<file path="config.mk">
export PLATFORM = sky130hd
export DESIGN_NAME = mem_bridge_flat
export DESIGN_NICKNAME = d
export VERILOG_FILES = /design/src/rtl/mem_bridge_if.sv /design/src/rtl/mem_bridge.sv /design/src/flat_wrapper.sv
export SDC_FILE = /design/constraint.sdc
export NUM_CORES = 1
export LEC_CHECK = 0
export BUFFER_PORTS_ARGS = -buffer_cell sky130_fd_sc_hd__buf_2
export CAP_MARGIN = 20
export CORE_MARGIN = 1.5
export CORE_UTILIZATION = 40
export CTS_BUF_LIST = sky130_fd_sc_hd__clkbuf_2
export DETAILED_ROUTE_END_ITERATION = 10
export GPL_ROUTABILITY_DRIVEN = 0
export GPL_TIMING_DRIVEN = 0
export MAX_ROUTING_LAYER = met4
export PLACE_DENSITY = 0.65
export SLEW_MARGIN = 20
export SYNTH_ARGS = -nofsm -noshare
export SYNTH_HDL_FRONTEND = slang
export SYNTH_SLANG_ARGS = --single-unit
export TNS_END_PERCENT = 20
</file>
<file path="constraint.sdc">
create_clock -name Clk -period 2.2 [get_ports Clk]
set_input_delay 0.11 -clock Clk [delete_from_list [all_inputs] [get_ports Clk]]
set_output_delay 0.11 -clock Clk [all_outputs]
set_load 0.1 [all_outputs]
</file>
<file path="src/rtl/mem_bridge_if.sv">
// ---------------------------------------------------------------------------
// mem_bridge_if
//   Bundles the datapath-side request/response handshake and the RAM-side
//   port of mem_bridge.
//
//   Datapath side : Req, Wr, Size, Address, WriteData  -> bridge
//                   Ready, Done, ReadData, AlignErr, State <- bridge
//   RAM side      : RamAddr, RamWr, RamDatain          <- bridge
//                   RamDataout                         -> bridge
//
//   Modports:
//     slave  - the bridge itself
//     master - whoever drives requests and models the RAM
// ---------------------------------------------------------------------------
interface mem_bridge_if;
  logic        Req;
  logic        Wr;
  logic [1:0]  Size;
  logic [31:0] Address;
  logic [31:0] WriteData;
  logic        Ready;
  logic        Done;
  logic [31:0] ReadData;
  logic        AlignErr;
  logic [2:0]  State;
  logic [31:0] RamAddr;
  logic        RamWr;
  logic [31:0] RamDatain;
  logic [31:0] RamDataout;

  modport slave (
    input  Req, Wr, Size, Address, WriteData, RamDataout,
    output Ready, Done, ReadData, AlignErr, State, RamAddr, RamWr, RamDatain
  );

  modport master (
    output Req, Wr, Size, Address, WriteData, RamDataout,
    input  Ready, Done, ReadData, AlignErr, State, RamAddr, RamWr, RamDatain
  );
endinterface

</file>
<file path="src/rtl/mem_bridge.sv">
// ---------------------------------------------------------------------------
// mem_bridge
//   Memory-side responder for the multicycle MIPS memory port. Takes one
//   request per Req/Ready handshake and serves it against a single-port
//   synchronous RAM with RD_LAT cycles of read latency.
//     - word loads/stores pass straight through
//     - half/byte loads are zero-extended from the addressed lane
//     - half/byte stores are done as read-modify-write
//   Done pulses for one cycle at completion.
//
// Parameters:
//   RD_LAT  cycles from RamAddr to valid RamDataout (1..7)
//
// Ports:
//   Clk, Reset  clock and synchronous active-high reset
//   bus         mem_bridge_if.slave (handshake, load result, debug state,
//               RAM address/write-enable/data)
//
// Build option:
//   MEM_BRIDGE_ALIGN_CHECK_EN  when defined, misaligned word/half requests
//   skip the RAM and complete with AlignErr=1. When undefined, the low
//   address bits that cannot matter for the size are ignored.
// ---------------------------------------------------------------------------
module mem_bridge #(
  parameter int RD_LAT = 1
) (
  input logic         Clk,
  input logic         Reset,
  mem_bridge_if.slave bus
);

  localparam logic [2:0] RD_LAST = 3'(RD_LAT);

  localparam logic [1:0] SZ_HALF = 2'b01;
  localparam logic [1:0] SZ_BYTE = 2'b10;

  typedef enum logic [2:0] {
    S_IDLE  = 3'd0,
    S_READ  = 3'd1,
    S_WRITE = 3'd2,
    S_DONE  = 3'd3
  } state_t;

  state_t      state_q, state_d;
  logic [2:0]  cnt_q, cnt_d;
  logic        wr_q, wr_d;
  logic [1:0]  size_q, size_d;
  logic [31:0] addr_q, addr_d;
  logic [31:0] wdata_q, wdata_d;
  logic [31:0] word_q, word_d;
  logic [31:0] rdata_q, rdata_d;
`ifdef MEM_BRIDGE_ALIGN_CHECK_EN
  logic        err_q, err_d;
`endif

  // Half and byte accesses are the ones that touch a single lane.
  function automatic logic is_sub(input logic [1:0] size);
    return (size == SZ_HALF) || (size == SZ_BYTE);
  endfunction

  // Zero-extended lane extraction; size 11 behaves as word.
  function automatic logic [31:0] load_extract(input logic [31:0] word,
                                               input logic [1:0]  size,
                                               input logic [1:0]  off);
    logic [31:0] res;
    res = word;
    case (size)
      SZ_HALF: res = off[1] ? {16'h0, word[31:16]} : {16'h0, word[15:0]};
      SZ_BYTE: begin
        case (off)
          2'd0:    res = {24'h0, word[7:0]};
          2'd1:    res = {24'h0, word[15:8]};
          2'd2:    res = {24'h0, word[23:16]};
          default: res = {24'h0, word[31:24]};
        endcase
      end
      default: res = word;
    endcase
    return res;
  endfunction

  // Replace only the addressed lane of the captured word.
  function automatic logic [31:0] lane_merge(input logic [31:0] word,
                                             input logic [31:0] wdata,
                                             input logic [1:0]  size,
                                             input logic [1:0]  off);
    logic [31:0] res;
    res = word;
    case (size)
      SZ_HALF: begin
        if (off[1]) res[31:16] = wdata[15:0];
        else        res[15:0]  = wdata[15:0];
      end
      SZ_BYTE: begin
        case (off)
          2'd0:    res[7:0]   = wdata[7:0];
          2'd1:    res[15:8]  = wdata[7:0];
          2'd2:    res[23:16] = wdata[7:0];
          default: res[31:24] = wdata[7:0];
        endcase
      end
      default: res = wdata;
    endcase
    return res;
  endfunction

`ifdef MEM_BRIDGE_ALIGN_CHECK_EN
  function automatic logic is_misaligned(input logic [1:0] size,
                                         input logic [1:0] off);
    logic res;
    case (size)
      SZ_HALF: res = off[0];
      SZ_BYTE: res = 1'b0;
      default: res = (off != 2'b00);
    endcase
    return res;
  endfunction
`endif

  always_comb begin
    state_d = state_q;
    cnt_d   = cnt_q;
    wr_d    = wr_q;
    size_d  = size_q;
    addr_d  = addr_q;
    wdata_d = wdata_q;
    word_d  = word_q;
    rdata_d = rdata_q;
`ifdef MEM_BRIDGE_ALIGN_CHECK_EN
    err_d   = err_q;
`endif

    case (state_q)
      S_IDLE: begin
        cnt_d = 3'd0;
        if (bus.Req) begin
          wr_d    = bus.Wr;
          size_d  = bus.Size;
          addr_d  = bus.Address;
          wdata_d = bus.WriteData;
          // Only a full-word store can skip the read; sub-word stores
          // need the old word for the merge.
          if (bus.Wr && !is_sub(bus.Size)) state_d = S_WRITE;
          else                             state_d = S_READ;
`ifdef MEM_BRIDGE_ALIGN_CHECK_EN
          err_d = is_misaligned(bus.Size, bus.Address[1:0]);
          if (err_d) state_d = S_DONE;
`endif
        end
      end

      S_READ: begin
        // RamAddr has been stable since acceptance; the word is valid by
        // the (RD_LAT+1)-th READ edge.
        if (cnt_q == RD_LAST) begin
          if (wr_q) begin
            word_d  = bus.RamDataout;
            state_d = S_WRITE;
          end else begin
            rdata_d = load_extract(bus.RamDataout, size_q, addr_q[1:0]);
            state_d = S_DONE;
          end
        end else begin
          cnt_d = cnt_q + 3'd1;
        end
      end

      S_WRITE: state_d = S_DONE;

      S_DONE: begin
        state_d = S_IDLE;
`ifdef MEM_BRIDGE_ALIGN_CHECK_EN
        err_d   = 1'b0;
`endif
      end

      default: state_d = S_IDLE;
    endcase
  end

  // Reset pulls everything back to IDLE on the same edge, so an interrupted
  // read-modify-write never reaches WRITE and nothing is replayed.
  always_ff @(posedge Clk) begin
    if (Reset) begin
      state_q <= S_IDLE;
      cnt_q   <= 3'd0;
      wr_q    <= 1'b0;
      size_q  <= 2'b00;
      addr_q  <= 32'h0;
      wdata_q <= 32'h0;
      word_q  <= 32'h0;
      rdata_q <= 32'h0;
`ifdef MEM_BRIDGE_ALIGN_CHECK_EN
      err_q   <= 1'b0;
`endif
    end else begin
      state_q <= state_d;
      cnt_q   <= cnt_d;
      wr_q    <= wr_d;
      size_q  <= size_d;
      addr_q  <= addr_d;
      wdata_q <= wdata_d;
      word_q  <= word_d;
      rdata_q <= rdata_d;
`ifdef MEM_BRIDGE_ALIGN_CHECK_EN
      err_q   <= err_d;
`endif
    end
  end

  assign bus.Ready     = (state_q == S_IDLE);
  assign bus.Done      = (state_q == S_DONE);
  assign bus.RamWr     = (state_q == S_WRITE);
  assign bus.State     = state_q;
  assign bus.ReadData  = rdata_q;
  assign bus.RamAddr   = {addr_q[31:2], 2'b00};
  assign bus.RamDatain = is_sub(size_q) ? lane_merge(word_q, wdata_q, size_q, addr_q[1:0])
                                        : wdata_q;
`ifdef MEM_BRIDGE_ALIGN_CHECK_EN
  assign bus.AlignErr  = (state_q == S_DONE) && err_q;
`else
  assign bus.AlignErr  = 1'b0;
`endif

endmodule

</file>
<file path="src/flat_wrapper.sv">
// flat-port wrapper written by rule: the top's interface ports become plain ports
module mem_bridge_flat 
#(
  parameter int RD_LAT = 1
)
  (Clk, Reset, bus_Req, bus_Wr, bus_Size, bus_Address, bus_WriteData, bus_RamDataout, bus_Ready, bus_Done, bus_ReadData, bus_AlignErr, bus_State, bus_RamAddr, bus_RamWr, bus_RamDatain);
  mem_bridge_if bus_i ();
  input logic Clk;
  input logic Reset;
  input wire logic [$bits(bus_i.Req)-1:0] bus_Req;
  input wire logic [$bits(bus_i.Wr)-1:0] bus_Wr;
  input wire logic [$bits(bus_i.Size)-1:0] bus_Size;
  input wire logic [$bits(bus_i.Address)-1:0] bus_Address;
  input wire logic [$bits(bus_i.WriteData)-1:0] bus_WriteData;
  input wire logic [$bits(bus_i.RamDataout)-1:0] bus_RamDataout;
  output wire logic [$bits(bus_i.Ready)-1:0] bus_Ready;
  output wire logic [$bits(bus_i.Done)-1:0] bus_Done;
  output wire logic [$bits(bus_i.ReadData)-1:0] bus_ReadData;
  output wire logic [$bits(bus_i.AlignErr)-1:0] bus_AlignErr;
  output wire logic [$bits(bus_i.State)-1:0] bus_State;
  output wire logic [$bits(bus_i.RamAddr)-1:0] bus_RamAddr;
  output wire logic [$bits(bus_i.RamWr)-1:0] bus_RamWr;
  output wire logic [$bits(bus_i.RamDatain)-1:0] bus_RamDatain;
  assign bus_i.Req = bus_Req;
  assign bus_i.Wr = bus_Wr;
  assign bus_i.Size = bus_Size;
  assign bus_i.Address = bus_Address;
  assign bus_i.WriteData = bus_WriteData;
  assign bus_i.RamDataout = bus_RamDataout;
  assign bus_Ready = bus_i.Ready;
  assign bus_Done = bus_i.Done;
  assign bus_ReadData = bus_i.ReadData;
  assign bus_AlignErr = bus_i.AlignErr;
  assign bus_State = bus_i.State;
  assign bus_RamAddr = bus_i.RamAddr;
  assign bus_RamWr = bus_i.RamWr;
  assign bus_RamDatain = bus_i.RamDatain;
  mem_bridge #(.RD_LAT(RD_LAT)) u_core (.Clk(Clk), .Reset(Reset), .bus(bus_i));
endmodule
</file>
; After elaboration in Yosys (flattened, before gate mapping)
; Cells that the tools add are included.
; Widths: inputs -> output; s select.
[op_classes]
n_eq_ne = 13
muxes = 18
add_sub_neg = 1
n_reduce_logical = 13
bitwise = 1
[op_table]
columns = cell, count
row1 = $pmux 32 s2, 2
row2 = $mux 16, 3
row3 = $mux 32, 1
row4 = $mux 8, 4
row5 = $pmux 8 s3, 1
row6 = $mux 3, 3
row7 = $pmux 3 s3, 1
row8 = $eq 2x1->1 const B, 3
row9 = $eq 2x2->1 const B, 3
row10 = $eq 3x1->1 const B, 2
row11 = $eq 3x2->1 const B, 2
row12 = $pmux 3 s2, 1
row13 = $reduce_and 2->1, 3
row14 = $reduce_and 3->1, 2
row15 = $ne 2x2->1 const B, 2
row16 = $add 3x1->3 const B, 1
row17 = $logic_not 3->1, 1
row18 = $reduce_or 3->1, 1
row19 = $logic_not 2->1, 1
row20 = $logic_or 1x1->1, 2
row21 = $mux 2, 1
row22 = $ne 2x1->1 const B, 1
row23 = $reduce_bool 2->1, 1
row24 = $logic_and 1x1->1, 1
row25 = other kinds (3), 3
[totals]
reg_bits = 137
out_inout_bits = 103

; Logic depth before layout (Yosys ltp)
; Gate-level depths: netlist of the first run.
[logic_depth]
ltp_word = 7
mapped_depth = 8
ltp_nobuf = 6

; Worst setup path after synthesis of the first run
; No wires, ideal clock.
[synth_timing]
path_kind = register -> output
start = register u_core.size_q[0]
end = output port bus_RamDatain[16]
slack_ns = -1.202
arrival_ns = 3.292
path_buffers = 3
path_stages_with_launch = 7
path_cell_list = dfxtp_1 > inv_1 > ha_1 > buf_4 > buf_2 > buf_1 > o21ai_0
[synth_between]
elab_chain_len = 3
elab_cells_between_ends = 5
[synth_rtl]
columns = item, line_no
row1 = from (decl), mem_bridge.sv:47  ; logic [1:0] size_q, size_d;
row2 = from (signal assigned), mem_bridge.sv:200  ; size_q <= size_d;
row3 = $eq 2x2->1 or $eq 2x1->1 (tied branches), "mem_bridge.sv:58, mem_bridge.sv:89"
row4 = $pmux 32 s2 or $logic_or 1x1->1 (tied branches), "mem_bridge.sv:89, mem_bridge.sv:58"
row5 = $mux 32 (*), mem_bridge.sv:217  ; assign bus.RamDatain = is_sub(size_q) ? lane_merge(word_q, wdata_q, size_q, addr_q[1:0])
row6 = to (decl), flat_wrapper.sv:23  ; output wire logic [$bits(bus_i.RamDatain)-1:0] bus_RamDatain;
; Mark *: on every way between the ends. The rest lies on a longest branch, timed or not.

; Worst setup path in the final report of the first run
[layout_timing]
start = register u_core.size_q[0]
end = output port bus_RamDatain[10]
; The elaborated chain is that of the path after synthesis.

==> results of run 1 <==
## through the flow
stage / instance area, µm² / TNS (ns) / util, % / hold WS, ns
3_3_place_gp: 7600 / -2.79 / 49.8 / 0.353
4_1_cts: 9550 / -13.00 / 62.6 / 0.0920
6_report: 9740 / -12.77 / 63.9 / 0.105
5_1_grt: 9740 / -16.50 / 63.9 / 0.0953
3_5_place_dp: 7600 / -3.03 / 49.8 / 0.357
2_1_floorplan: 6340 / -4.85 / - / 0.246
## worst max path at each step
stage | start | endpoint | slack [ns] | cells after the start
after floorplan | u_core.size_q[0] | bus_RamDatain[24] | -0.61 | 6
after global placement | u_core.size_q[0] | bus_RamDatain[6] | -0.20 | 7
after detailed placement | u_core.size_q[0] | bus_RamDatain[5] | -0.20 | 7
after CTS | u_core.size_q[0] | bus_RamDatain[9] | -0.51 | 8
after global routing | u_core.size_q[0] | bus_RamDatain[10] | -0.60 | 8
final | u_core.size_q[0] | bus_RamDatain[10] | -0.51 | 8
## power by group
group / switching, W / leakage (nW) / internal (W)
clock network: 0.000955 / 0.154 / 0.000739
logic: 0.00406 / 2.99 / 0.00167
registers: 0.000245 / 1.11 / 0.00276
total: 0.00526 / 4.25 / 0.00516
## metal layers
metal  share of wire, %  vias to the layer above  track usage (%)  wire, µm
li1                   -                     3416                -         -
met1                 42                     3249             35.1      9900
met2                 47                      367             46.6     11100
met3                8.5                       64             6.44      2020
met4                3.0                        0             11.5       719
met5                  0                        -                -         0
## timing repair
action / 4_1_cts / 5_1_grt
hold endpoints to repair: 133 / 0
gates resized for setup: 127 / 30
buffers inserted: 12 / 7
cloned: 0 / 1
hold buffers: 110 / 0
setup endpoints to repair: 32 / 41
pin swaps: 18 / 10
## registers in the layout, summed over array words and instances, names as in the netlist
| signal | flops |
|---|---|
| u_core.word_q | 32 |
| u_core.addr_q | 32 |
| u_core.bus.State | 2 |
| u_core.cnt_q | 3 |
| u_core.size_q | 2 |
| u_core.wr_q | 1 |
| u_core.wdata_q | 32 |
| u_core.bus.ReadData | 32 |
## cell usage after synthesis (all sizes together), types with 2 or more instances
library cell  instances  area [µm²]
a21oi               127         636
nor3                  9        50.1
inv                  25        93.8
buf                  69         440
nand3b                2        15.0
clkbuf               26        97.6
nand3                18        90.1
ha                    8         100
nand2               244         918
o21ai                10        50.0
a221oi               25         219
a22o                  9        78.8
nand2b                3        18.8
a211oi                9        67.6
a222oi                8        80.1
mux2                 24         270
nor2                 22        87.6
dfxtp               136        2720
a21o                  2        15.0
a32oi                 9        78.8
o2bb2ai               8        70.1
## critical path, stage by stage, from the launching register on
cell                       delay (ns)
sky130_fd_sc_hd__dfxtp_4         0.42
sky130_fd_sc_hd__inv_4           0.04
sky130_fd_sc_hd__ha_4            0.30
sky130_fd_sc_hd__buf_12          0.12
sky130_fd_sc_hd__nor3_4          0.04
sky130_fd_sc_hd__buf_4           0.17
sky130_fd_sc_hd__a222oi_1        0.45
sky130_fd_sc_hd__inv_1           0.11
sky130_fd_sc_hd__buf_6           0.20
## logic make-up (layout without fill, tap and decap cells)
kind of cell,after synthesis,after routing,share of synthesized area (%)
buffers and inverters,120,478,10.0
adder cells (fa/ha/maj),8,8,1.59
XOR/XNOR,1,1,0.139
flip-flops,136,136,43.3
AO/OA/AOI/OAI,211,211,21.1
AND/OR/NAND/NOR,302,302,19.4
other,1,4,0.0596
multiplexers,25,25,4.45
## area by class of cell
cell class	instances	area, µm²	share of cell area (%)
clock buffer	18	90.1	0.925
clock inverter	14	181	1.86
tap	211	264	2.71
sequential	136	2730	28.0
timing repair buffer	329	2580	26.5
inverter	25	96.3	0.989
multi-input combinational	551	3210	32.9
buffer	92	589	6.05
==> impl_metrics.toml, run 1 <==
[outcome]
status = "finished, violations left"
violated_checks = "negative setup slack"

[critical_path]
setup.reg_to_reg.worst_slack_ns = 0.12
worstSetupEndpointType = "output pin"
worst-endpoint-required_ns = 2.09
worstReg2RegEnd = "u_core.addr_q[14]"
data_arrival_time_of_the_critical_path_ns = 2.60
timing.reg2reg.worst_path_depth = 7
timing.critical_path.from_type = "flip-flop"
critical_path_class = "reg -> out"
critPathMaxFanout = 6
worst_flop_to_flop_path_startpoint = "u_core.bus.State[1]"

[synthesis]
yosysWarnings = 0
synth-edff-count = 0
syn_area_mm2 = 0.00629
synthesis.area_per_instance_um2 = 7.83
synth_ff_type = "sky130_fd_sc_hd__dfxtp_1"
synth_async_sr_flop_share_pct = 0
syn_inst = 804
ys_ff_latch = 136
sequential_share_of_the_synthesized_area_pct = 43.3
synthDistinctLibCells = 40

[sta]
fin_ws_ns = -0.511
hold_viol = 0
timing.final.setup_violations = 32
achievable-frequency_ghz = 0.369
min_period_ns = 2.71
tightest_slew_ns = 0.703
rsz_0062_raised_after_global_routing = "true"
final-max-slew-violation-count = 0
worst_clk_skew_ns = 0.0263
maxSlewHeadroom_pct = 53.1
layout_worst_path_cycle_share_pct = 123

[die]
die_w_um = 128
row_count = 45
die_h_um = 128
core_area_mm2 = 0.0153
initial_util_pct = 41.2
i_o_pins = 205
die_area_mm2 = 0.0165

[min_path]
hold_end = "u_core.addr_q[25]"
hold_path.class = "in -> reg"
hold-path-cell-count = 3
min_from = "Reset"

[flow_run]
max_cap_violations = 0

[clock_network]
tritoncts = "done"
max_root_sink_buffers = 2
cts_root_buffer = "sky130_fd_sc_hd__clkbuf_2"
numCtsBuffers = 17
clk_pin_slew_worst_paths_ns = 0.20
clock_tree_sinks = 136
clk-insertion-delay-late_ns = 0.74
ctsHtreeMaxLevel = 4

[power_and_ir_drop]
power-per-cell-area_mw_per_mm2 = 1070
report.power.total_w = 0.0104
power.static_leakage_nw = 4.25
vdd_drop_max_uv = 598

[global_routing]
grt_start_max_net_pins = 17
aggregate_global_route_resource_usage_pct = 28.9
initial_antenna_violation_count = 0
grt_pass1_wl_um = 35400
first_global_vias = 6820
sum_of_overflow_across_all_layers_after_global_routing = 0

[layout]
layout-area-overhead-vs-synth_pct = 54.8
layout.cells.most_common_list = "sky130_fd_sc_hd__nand2_1 (242), sky130_fd_sc_hd__buf_2 (191), sky130_fd_sc_hd__dfxtp_1 (131), sky130_fd_sc_hd__a21oi_1 (122), sky130_fd_sc_hd__dlygate4sd3_1 (110)"
n_fill_cell = 1301
layout_commonest_cell = "sky130_fd_sc_hd__nand2_1"
antenna_cells = 0
drive_above_1_share_pct = 33.3
nNetsFinal = 1262
layout.cells.non_filler = 1376

[routing]
drc = 0
routed_via_density = 5.16
wl_per_cell_um = 17.2
dr_total_vias = 7096
drtIter0Drc = 535
drt-pass1-iter-count = 6
route.final.wire_length_um = 23700
ant_nets = 0

[place]
placement.setup.worst_slack_ns = -0.198
buffer_ports.inserted = 199
place_hpwl_um = 15900
place_inst = 1217
(Power assumes the default switching activity.)
==> run 2: changes to the inputs <==
SLEW_MARGIN = default   (was 20)
clock period = 2.5 ns   (was 2.2 ns; I/O delays follow)
==> run 2 against run 1 <==
Against the previous run: the run still ends with negative setup slack left; register-to-register slack better by 0.02 ns; total power shrank 15%; routed wire length grew 2.2%; core utilization up 0.39 points; sequential share of layout area fell by 0.13 points; design area is 0.60% higher; die area is the same; sequential cell count stayed put; clock power decreased by 38%.
==> impl_metrics.toml, run 2 (synthesis gave the netlist of run 1 again) <==
[place]
buffer_ports.inserted = 199
placement.setup.worst_slack_ns = 0.0707
place_hpwl_um = 15800
place_inst = 1217
placedInstanceArea_mm2 = 0.00760

[critical_path]
worst_flop_to_flop_path_startpoint = "u_core.size_q[0]"
cp-startpoint = "u_core.size_q[0]"
timing.critical_path.from_type = "flip-flop"
worstSetupEndpointType = "output pin"
worst-endpoint-required_ns = 2.38
worstReg2RegEnd = "u_core.bus.ReadData[1]"
setup.reg_to_reg.worst_slack_ns = 0.14
data_arrival_time_of_the_critical_path_ns = 2.54
timing.reg2reg.worst_path_depth = 9
critPathMaxFanout = 8
setup.worst_path.end = "bus_RamDatain[15]"
critical_path_class = "reg -> out"

[global_routing]
grt_pass1_wl_um = 35300
initial_antenna_violation_count = 1
grt_start_max_net_pins = 17
first_global_vias = 6674
sum_of_overflow_across_all_layers_after_global_routing = 0
aggregate_global_route_resource_usage_pct = 28.7

[sta]
maxSlewHeadroom_pct = 53.4
min_period_ns = 2.67
rsz_0062_raised_after_global_routing = "true"
tightest_slew_ns = 0.698
fin_ws_ns = -0.167
worst_clk_skew_ns = 0.0212
final-max-slew-violation-count = 0
achievable-frequency_ghz = 0.375
hold_viol = 0
timing.final.setup_violations = 25
timing.setup.tns_ns = -1.78
layout_worst_path_cycle_share_pct = 107

[outcome]
violated_checks = "negative setup slack"
status = "finished, violations left"

[clock_network]
clk-insertion-delay-late_ns = 0.74
ctsHtreeMaxLevel = 4
clock_tree_sinks = 136
max_root_sink_buffers = 2
tritoncts = "done"
clk_pin_slew_worst_paths_ns = 0.19
numCtsBuffers = 17
cts_root_buffer = "sky130_fd_sc_hd__clkbuf_2"

[power_and_ir_drop]
report.power.total_w = 0.00886
vdd_drop_max_uv = 548
power-per-cell-area_mw_per_mm2 = 904
power.static_leakage_nw = 4.25

[routing]
drtIter0Drc = 694
ant_nets = 0
drc = 0
routed_via_density = 5.21
dr_total_vias = 7232
wl_per_cell_um = 17.5
drt-pass1-iter-count = 8
route.final.wire_length_um = 24200

[layout]
layout.area.seq_mm2 = 0.00274
layout.cells.non_filler = 1387
layout-area-overhead-vs-synth_pct = 55.8
layout.cells.most_common_list = "sky130_fd_sc_hd__nand2_1 (242), sky130_fd_sc_hd__buf_2 (187), sky130_fd_sc_hd__dfxtp_1 (130), sky130_fd_sc_hd__a21oi_1 (120), sky130_fd_sc_hd__dlygate4sd3_1 (114)"
n_fill_cell = 1295
multiInputGateArea_mm2 = 0.00324
drive_above_1_share_pct = 34.0
layout_commonest_cell = "sky130_fd_sc_hd__nand2_1"
layout.cell_area.non_filler_mm2 = 0.00980
nNetsFinal = 1274

[die]
die_w_um = 128
core_area_mm2 = 0.0153
initial_util_pct = 41.2
die_h_um = 128
row_count = 45
die_area_mm2 = 0.0165
i_o_pins = 205

[min_path]
hold_path.class = "in -> reg"

[flow_run]
max_cap_violations = 0
-- run 2: cell types whose count changed in the layout (fill, tap and decap cells not counted), moves of 3 or more --
| cell | previous run | this run |
|---|---|---|
| sky130_fd_sc_hd__a22o_4 | 5 | 0 |
| sky130_fd_sc_hd__clkinv_2 | 1 | 4 |
| sky130_fd_sc_hd__buf_2 | 191 | 187 |
| sky130_fd_sc_hd__buf_8 | 2 | 5 |
| sky130_fd_sc_hd__dlygate4sd3_1 | 110 | 114 |
| sky130_fd_sc_hd__a22o_1 | 4 | 9 |
| sky130_fd_sc_hd__bufinv_16 | 4 | 0 |
| sky130_fd_sc_hd__clkinv_4 | 3 | 0 |
| sky130_fd_sc_hd__buf_4 | 55 | 61 |
| sky130_fd_sc_hd__a221oi_1 | 20 | 15 |
| sky130_fd_sc_hd__a221oi_2 | 5 | 10 |
-- run 2: critical path, stage by stage (launching register included) --
cell and delay (ns):
sky130_fd_sc_hd__dfxtp_4 0.41, sky130_fd_sc_hd__inv_2 0.05, sky130_fd_sc_hd__ha_4 0.18, sky130_fd_sc_hd__o21ai_4 0.19, sky130_fd_sc_hd__a21oi_4 0.12, sky130_fd_sc_hd__a222oi_1 0.43, sky130_fd_sc_hd__inv_1 0.22, sky130_fd_sc_hd__buf_12 0.22
-- run 2: power by group --
| part | total (W) | leakage, nW | internal [W] | switching [W] |
|---|---|---|---|---|
| sequential | 0.00265 | 1.11 | 0.00243 | 0.000223 |
| clock | 0.00105 | 0.0999 | 0.000236 | 0.000812 |
| combinational | 0.00516 | 3.05 | 0.00152 | 0.00364 |
| total | 0.00886 | 4.25 | 0.00419 | 0.00468 |
-- run 2: cell type report --
type,count,share of cell area [%]
Multi-Input combinational cell,551,33.1
Clock buffer,19,0.970
Buffer,93,6.47
Tap cell,211,2.69
Antenna cell,1,0.0255
Sequential cell,136,27.9
Timing Repair Buffer,340,27.3
Inverter,25,0.957
Clock inverter,11,0.625
-- run 2: layer usage --
metal / share of wire [%] / up-vias / global-route usage [%]
met5: 0 / - / -
met4: 3.3 / 0 / 11.1
met3: 8.0 / 75 / 4.49
met2: 47 / 370 / 46.5
met1: 42 / 3352 / 36.2
li1: - / 3435 / -
-- run 2: worst min path at each step --
stage / start / end / slack [ns] / cells past startpoint
floorplan: bus_Address[10] / u_core.addr_q[10] / 0.26 / 2
global placement: bus_Address[19] / u_core.addr_q[19] / 0.37 / 3
detailed placement: bus_WriteData[21] / u_core.wdata_q[21] / 0.37 / 3
CTS: Reset / u_core.wdata_q[0] / 0.06 / 3
global route: Reset / u_core.cnt_q[2] / 0.06 / 3
finish: Reset / u_core.cnt_q[2] / 0.09 / 3
-- run 2: what timing repair did --
action,4_1_cts,5_1_grt
resized for setup,124,58
buffers inserted,5,21
pin swaps,13,16
endpoints found under the setup margin,32,36
hold buffers,114,0
endpoints found under the hold margin,133,0
gates cloned,0,1
-- run 2: metrics by stage --
step	util, %	hold slack [ns]
after floorplan	-	0.261
after global placement	49.8	0.369
after detailed placement	49.8	0.371
after CTS	61.5	0.0638
after global routing	64.2	0.0593
final	64.2	0.0873
==> run 3: changes to the inputs <==
HOLD_SLACK_MARGIN = 0.08   (was default)
SETUP_SLACK_MARGIN = 0.3   (was default)
==> run 3 against run 2 <==
Against the previous run: the flow still finishes with violations (negative setup slack); sequential power about the same; total power rose by 1.1%; register-to-register slack improved by 0.29 ns; global-route usage rose by 1.2 points; combinational power down 2%; fmax decreased by 4.4%; critical path type unchanged; critical endpoint is now bus_RamDatain[12]; largest power group unchanged.
==> impl_metrics.toml, run 3 (synthesis gave the netlist of run 1 again) <==
[outcome]
status = "finished, violations left"
violated_checks = "negative setup slack"

[layout]
drive_above_1_share_pct = 31.8
nNetsFinal = 1284
layout.cells.most_common_list = "sky130_fd_sc_hd__nand2_1 (242), sky130_fd_sc_hd__buf_2 (193), sky130_fd_sc_hd__dlygate4sd3_1 (139), sky130_fd_sc_hd__dfxtp_1 (132), sky130_fd_sc_hd__a21oi_1 (117)"
layout_commonest_cell = "sky130_fd_sc_hd__nand2_1"
n_fill_cell = 1262
layout.cell_area.non_filler_mm2 = 0.00981
layout-area-overhead-vs-synth_pct = 55.9

[global_routing]
grt_start_max_net_pins = 17
aggregate_global_route_resource_usage_pct = 29.9
sum_of_overflow_across_all_layers_after_global_routing = 0
grt_pass1_wl_um = 37100
first_global_vias = 7273
initial_antenna_violation_count = 1

[die]
die_area_mm2 = 0.0165
die_w_um = 128
core_area_mm2 = 0.0153
row_count = 45
die_h_um = 128
initial_util_pct = 41.2
i_o_pins = 205

[critical_path]
data_arrival_time_of_the_critical_path_ns = 2.66
critPathMaxFanout = 7
worst_flop_to_flop_path_startpoint = "u_core.bus.State[1]"
critical_path_class = "reg -> out"
worstSetupEndpointType = "output pin"
timing.critical_path.from_type = "flip-flop"
cp-startpoint = "u_core.size_q[0]"
worst-endpoint-required_ns = 2.38

[sta]
tightest_slew_ns = 0.691
layout_worst_path_cycle_share_pct = 112
achievable-frequency_ghz = 0.358
maxSlewHeadroom_pct = 53.9
min_period_ns = 2.79
worst_clk_skew_ns = 0.0303
hold_viol = 0
hold_slack_ns = 0.119
rsz_0062_raised_after_global_routing = "true"
timing.final.setup_violations = 30
final-max-slew-violation-count = 0
fin_ws_ns = -0.290

[power_and_ir_drop]
seq_power_share_pct = 29.5
comb_power_share_pct = 56.7
power-per-cell-area_mw_per_mm2 = 913
power.static_leakage_nw = 4.36
power.share.switching_pct = 51.1
pwr-share-clk_pct = 13.9
vdd_drop_max_uv = 417
p_int_w = 0.00438
power.net_switching_w = 0.00458

[routing]
drt-pass1-iter-count = 8
dr_total_vias = 7297
drtIter0Drc = 538
route.met3.wl_um = 2060
route.final.wire_length_um = 24000
detail_route.wirelength.met1_um = 9920
wl_per_cell_um = 17.1
top_layer_used = "met4"
routed_via_density = 5.22
met2_wirelength_um = 11200
ant_nets = 0
drc = 0

[flow_run]
max_cap_violations = 0

[place]
placedInstanceArea_mm2 = 0.00761
place_hpwl_um = 16200
buffer_ports.inserted = 199

[min_path]
min_from = "Reset"
hold_path.class = "in -> reg"

[clock_network]
ctsHtreeMaxLevel = 4
clk-insertion-delay-late_ns = 0.74
clock_tree_sinks = 136
max_root_sink_buffers = 2
cts_root_buffer = "sky130_fd_sc_hd__clkbuf_2"
tritoncts = "done"
clk_pin_slew_worst_paths_ns = 0.19
numCtsBuffers = 17
==> run 3: changes by cell type in the layout (fill, tap and decap cells not counted), sizes merged <==
cell	delta
dlygate4sd3	+25
buf	-12
clkinv	+4
clkinvlp	-4
clkbuf	-3
bufinv	+2
==> run 3: power by group through the flow <==
stage                     clock (W)  sequential, W  combinational [W]
after CTS                   0.00125        0.00262            0.00492
after detailed placement          0        0.00266            0.00425
final                       0.00124        0.00264            0.00508
after global routing        0.00134        0.00267            0.00533
after global placement            0        0.00266            0.00424
after floorplan                   0        0.00297            0.00313
==> run 3: worst max-delay path, stage by stage (launching register included) <==
cell,delay [ns]
sky130_fd_sc_hd__dfxtp_2,0.40
sky130_fd_sc_hd__inv_2,0.05
sky130_fd_sc_hd__ha_4,0.20
sky130_fd_sc_hd__buf_6,0.13
sky130_fd_sc_hd__a21o_4,0.20
sky130_fd_sc_hd__buf_8,0.13
sky130_fd_sc_hd__a222oi_1,0.45
sky130_fd_sc_hd__inv_1,0.17
sky130_fd_sc_hd__buf_12,0.21
==> run 3: layout make-up <==
cell class              count  area [µm²]  share of cell area [%]
flip-flops and latches    136        2730                    27.8
repair buffers            348        2730                    27.8
inverters                  25        93.8                   0.957
clock buffers              19        95.1                   0.970
clock inverters            13         111                    1.14
diodes                      1        2.50                  0.0255
well taps                 211         264                    2.69
multi-input cells         551        3170                    32.3
plain buffers              95         617                    6.29
==> run 3: worst paths after layout <==
check                                 end  slack [ns]  depth (start not counted)
hold / removal            u_core.cnt_q[1]        0.12                          3
setup reg to reg  u_core.bus.ReadData[13]        0.43                          8
hold reg to reg   u_core.bus.ReadData[21]        0.47                          2
setup / recovery        bus_RamDatain[12]       -0.29                          8
==> run 3: repair_timing <==
action,in CTS,in global routing
pin swaps,6,3
gates resized for setup,115,28
buffers inserted,9,1
hold buffers,139,0
endpoints found under the hold margin,133,0
setup endpoints to repair,32,69
==> run 3: stage by stage <==
step	TNS, ns	std cells	power, W	utilization (%)	setup WS [ns]
after CTS	-3.56	1397	0.00880	63.6	-0.234
after global placement	0	1217	0.00690	49.9	0.0118
after detailed placement	0	1217	0.00691	49.9	0.0155
after global routing	-6.90	1399	0.00933	64.3	-0.371
final	-3.47	1399	0.00896	64.3	-0.290
after floorplan	-1.32	807	0.00611	-	-0.167
==> run 3: layer usage <==
| metal | track usage (%) | vias to the layer above |
|---|---|---|
| met2 | 48.3 | 403 |
| met3 | 5.45 | 64 |
| met5 | - | - |
| li1 | - | 3456 |
| met4 | 13.7 | 0 |
| met1 | 36.4 | 3374 |
